==> src/rtl/fifo_uart_tx.sv <==
// rtl/fifo_uart_tx.sv - FIFO-fed UART transmitter: pops one byte per frame and serializes it LSB first
module fifo_uart_tx #(
  parameter int CLKS_PER_BIT = 16,
  parameter int PARITY_EN    = 0,
  parameter int PARITY_ODD   = 0,
  parameter int STOP_BITS    = 1
) (
  input  logic       clk,
  input  logic       reset,
  input  logic       tx_en,
  input  logic       fifo_empty,
  output logic       fifo_rd,
  input  logic [7:0] fifo_rd_data,
  output logic       tx,
  output logic       busy,
  output logic       frame_done
);

  localparam int            CW        = $clog2(CLKS_PER_BIT);
  localparam logic [CW-1:0] CNT_LAST  = CW'(CLKS_PER_BIT - 1);
  localparam logic          STOP_LAST = (STOP_BITS == 2);
  localparam logic          ODD       = (PARITY_ODD != 0);

  typedef enum logic [2:0] {IDLE, START, DATA, PARITY, STOP} state_t;

  state_t        state, state_next;
  logic [CW-1:0] cnt, cnt_next;
  logic [2:0]    bit_idx, bit_idx_next;
  logic          stop_idx, stop_idx_next;
  logic [7:0]    shift_reg, shift_next;
  logic          parity_bit, parity_next;
  logic          tx_next, done_next;
  logic          cnt_last;

  assign cnt_last = (cnt == CNT_LAST);
  assign busy     = (state != IDLE);
  // Gated by reset so the FIFO is never popped while the transmitter is held in reset.
  assign fifo_rd  = reset & (state == IDLE) & tx_en & ~fifo_empty;

  always_ff @(posedge clk or negedge reset) begin
    if (!reset) begin
      state      <= IDLE;
      cnt        <= '0;
      bit_idx    <= '0;
      stop_idx   <= 1'b0;
      shift_reg  <= '0;
      parity_bit <= 1'b0;
      tx         <= 1'b1;
      frame_done <= 1'b0;
    end else begin
      state      <= state_next;
      cnt        <= cnt_next;
      bit_idx    <= bit_idx_next;
      stop_idx   <= stop_idx_next;
      shift_reg  <= shift_next;
      parity_bit <= parity_next;
      tx         <= tx_next;
      frame_done <= done_next;
    end
  end

  // tx is registered, so each transition loads the line value of the state being entered.
  always_comb begin
    state_next    = state;
    cnt_next      = cnt_last ? '0 : cnt + 1'b1;
    bit_idx_next  = bit_idx;
    stop_idx_next = stop_idx;
    shift_next    = shift_reg;
    parity_next   = parity_bit;
    tx_next       = tx;
    done_next     = 1'b0;
    case (state)
      IDLE: begin
        cnt_next = '0;
        tx_next  = 1'b1;
        if (fifo_rd) begin
          state_next  = START;
          shift_next  = fifo_rd_data;
          parity_next = (^fifo_rd_data) ^ ODD;
          tx_next     = 1'b0;
        end
      end
      START: begin
        if (cnt_last) begin
          state_next   = DATA;
          bit_idx_next = '0;
          tx_next      = shift_reg[0];
        end
      end
      DATA: begin
        if (cnt_last) begin
          if (bit_idx == 3'd7) begin
            if (PARITY_EN != 0) begin
              state_next = PARITY;
              tx_next    = parity_bit;
            end else begin
              state_next    = STOP;
              stop_idx_next = 1'b0;
              tx_next       = 1'b1;
            end
          end else begin
            shift_next   = shift_reg >> 1;
            tx_next      = shift_reg[1];
            bit_idx_next = bit_idx + 3'd1;
          end
        end
      end
      PARITY: begin
        if (cnt_last) begin
          state_next    = STOP;
          stop_idx_next = 1'b0;
          tx_next       = 1'b1;
        end
      end
      STOP: begin
        tx_next = 1'b1;
        if (cnt_last) begin
          if (stop_idx == STOP_LAST) begin
            state_next = IDLE;
            done_next  = 1'b1;
          end else begin
            stop_idx_next = 1'b1;
          end
        end
      end
      default: begin
        state_next = IDLE;
        tx_next    = 1'b1;
      end
    endcase
  end

endmodule
==> config.mk <==
export PLATFORM = sky130hd
export DESIGN_NAME = fifo_uart_tx
export DESIGN_NICKNAME = d
export VERILOG_FILES = /design/src/rtl/fifo_uart_tx.sv
export SDC_FILE = /design/constraint.sdc
export NUM_CORES = 1
export LEC_CHECK = 0
export CORE_MARGIN = 8
export CORE_UTILIZATION = 50
export DETAILED_ROUTE_END_ITERATION = 10
export PLACE_DENSITY = 0.85
export SYNTH_ARGS = -nofsm -noshare
export SYNTH_HDL_FRONTEND = slang
export SYNTH_SLANG_ARGS = --single-unit
export TNS_END_PERCENT = 5
==> constraint.sdc <==
create_clock -name clk -period 5 [get_ports clk]
set_input_delay 1 -clock clk [delete_from_list [all_inputs] [get_ports clk]]
set_output_delay 1 -clock clk [all_outputs]
set_load 0.1 [all_outputs]
==> results.md <==
* GPL Wtd Cong at 0.8540
* Max incr delay on CP at 0.45 ns
* Largest net degree at the start of global routing at 22
* Slowest cell on the critical path: clkdlybuf4s50_1
* Average wire per standard cell at between 10 and 15 um
* Fillers at ~160
* Maxcap violations at 0
* IO Pins at 16
* Seq cells post-synth at 20
* DR pass1 iterations at 4
* Die Span Y at 61.22 um
* Max reg flops at 8
* Number of global-route vias before repair at 739
* Setup TNS at 0 ns
* Core ar. at between 1500 and 2000 um^2
* Multi-input gate area at slightly below 500 um^2
* H-Tree Depth at 1
* Via Count at slightly above 700
* P per Cell Area at 216.1 nW/um^2
* Number of flops mapped to enable cells by yosys at 0
* Post-CTS resize count at 0
* Clk network pwr share at approximately 30%
* Logic pwr share at under 10%
* Area Growth Syn to Fin at 20.20%
* Hpwl dp at about 1.4 mm
* Final Hold Vio Count at 0
* Switch share at between 20 and 25%
* Least-Margin Pin Slew at between 0.9 and 1 ns
* Average cell area after synthesis at roughly 12 um^2
* Seq/Total Area, Yosys at about half
* Ys flop type: dfrtp_1
* CTS tree: yes
* Starting Density at 52.64%
* Fmax at around 300 MHz
* Cell Area, Synth at approximately 1000 um^2
* Most common cell after layout, fill and taps aside: dfrtp_1
* Die area at approximately 3700 um^2
* Worst Path Max Fanout at 21
* Share of cells above drive strength 1 at 26.67%
* Sink Count at 20
* Post-synth ARST share at 100.0%
* Most frequent cells in the layout: 19 x dfrtp_1, 15 x mux2_2, 14 x clkdlybuf4s50_1
* Number of setup buffers added after CTS at 0
* ANT cells at 0
* Total CTS buffers at 3
* Post-route insts no fill at around 130
* Reg area at between 500 and 600 um^2
* Iteration-0 DRC Markers at 5
* Unrepaired setup endpoints after global routing: no
* Crit path launch type: primary input
* Distinct cells, synth at 29
* Syn. warnings at 0
* Worst-path clk slew at around 0.1 ns
* Worst EP required at approximately 4 ns
* Setup crit end kind: output port
* Int Pwr at approximately 0.21 mW
* NetSw at slightly below 0.06 mW
* Root Driver: clkbuf_4
* # hold bufs at CTS at 0
* Cell mode on critical path: buf_4
* Crit path cell chain: clkdlybuf4s50_1 -> buf_4 -> nand4b_2 -> inv_1 -> buf_4
* Syn Nets at between 100 and 150
* Sequential power share at a little over three fifths
* DIE WIDTH at ~60 um
* Number of port buffers at 15
* Worst vdd ir at ~0.00017 V
* Period utilisation layout at 67.69%
* Vias/cell at between 5 and 6
* Final setup fails at 0
* First-pass GRT wire length at about 3.3 mm
* Min-delay worst type: reg2reg
* Fin Clk Skew at between 0.01 and 0.015 ns
* # DRC at 0
* Max transition margin at 34.86%
* Critical path type: in2out
* Leak Pwr at around 0.54 nW
* Initial antenna violation count at 0
* Max-slew violations at 0
* Nets@finish at ~120
* Min Clock Period, post-route at approximately 3.4 ns
* Crit path DAT at between 2 and 2.5 ns
* Clock buffer depth at 2
* Tot GR Track Use at 12.09%
* Site row count at 16
* Gr ovfl total at 0
* Outcome: finished clean
* # placed instances at approximately 130
* Routed wire length at between 1.5 and 2 mm
* Post-Synthesis Cells at 87
* Final ANT Viol Nets at 0
* Worst skew pair latency at 0.30 ns
-- power groups by stage --
stage          clock [mW]  sequential (mW)  combinational, mW
6_report           0.0792            0.166             0.0205
5_1_grt            0.0885            0.166             0.0222
4_1_cts            0.0839            0.166             0.0208
3_5_place_dp            0            0.169             0.0208
3_3_place_gp            0            0.169             0.0204
2_1_floorplan           0            0.172            0.00402
-- metrics by stage --
step | hold WS [ns] | util, % | total power [mW] | setup WS [ns] | instance area [um^2]
6_report | 0.5126 | 63.27 | 0.2655 | 1.616 | 1229
5_1_grt | 0.5284 | 63.27 | 0.2769 | 1.522 | 1229
4_1_cts | 0.5184 | 63.27 | 0.2706 | 1.605 | 1229
3_5_place_dp | 0.4935 | 61.92 | 0.1898 | 1.609 | 1202
3_3_place_gp | 0.4838 | 61.92 | 0.1892 | 1.631 | 1202
2_1_floorplan | 0.4659 | - | 0.1758 | 2.102 | 1022
-- final cells by class --
cell class | instances | share of cell area (%)
repair buffers | 16 | 12.63
clock buffers | 4 | 2.138
multi-input cells | 59 | 39.82
flip-flops and latches | 20 | 40.83
inverters | 6 | 1.833
well taps | 27 | 2.749
-- cells by family (layout without fill, tap and decap cells) --
group                    after synthesis  in the layout  share of synthesized area (%)
flip-flops                            20             20                          49.08
buffers and inverters                  8             26                          3.059
AO/OA/AOI/OAI                         13             13                          9.426
AND/OR/NAND/NOR                       25             25                          15.42
XOR/XNOR                               1              1                         0.8569
adder cells (fa/ha/maj)                3              3                          3.672
multiplexers                          17             17                          18.48
-- cell usage after synthesis, types with 2 or more instances --
library cell / number / area, um^2
a21oi_1: 4 / 20.02
and2b_1: 2 / 15.01
dfrtp_1: 19 / 475.5
ha_1: 3 / 37.54
inv_1: 6 / 22.52
mux2_2: 15 / 168.9
mux2i_1: 2 / 20.02
nand2_1: 5 / 18.77
nor2_1: 6 / 22.52
nor3_1: 3 / 15.01
o21ai_0: 4 / 20.02
-- path summary, 6_finish.rpt --
check | to | cells after the start | slack [ns] | startpoint
setup / recovery | fifo_rd | 5 | 1.62 | reset
hold / removal | shift_reg[5]$_DFFE_PN0P_ | 1 | 0.51 | shift_reg[5]$_DFFE_PN0P_
setup reg to reg | shift_reg[6]$_DFFE_PN0P_ | 4 | 2.98 | bit_idx[0]$_DFFE_PN0P_
hold reg to reg | shift_reg[5]$_DFFE_PN0P_ | 1 | 0.51 | shift_reg[5]$_DFFE_PN0P_
max in group asynchronous | tx$_DFFE_PN1P_ | 2 | 3.69 | reset
min in group asynchronous | state[1]$_DFFE_PN0P_ | 2 | 1.03 | reset
-- critical path: cells and delay by family --
family	cells	cell delay (ns)
buffers and inverters	4	1.18
and+or+nand+nor	1	0.20
-- per-layer routing --
layer,share of wire (%),wire (um),global-route usage (%),vias up
met5,0,0,0,-
met4,2.3,45,7.973,0
met3,4.6,88,3.340,5
met2,51,968,19.70,15
met1,42,813,13.44,351
li1,-,-,-,346
Power figures use the tool's default switching activity.
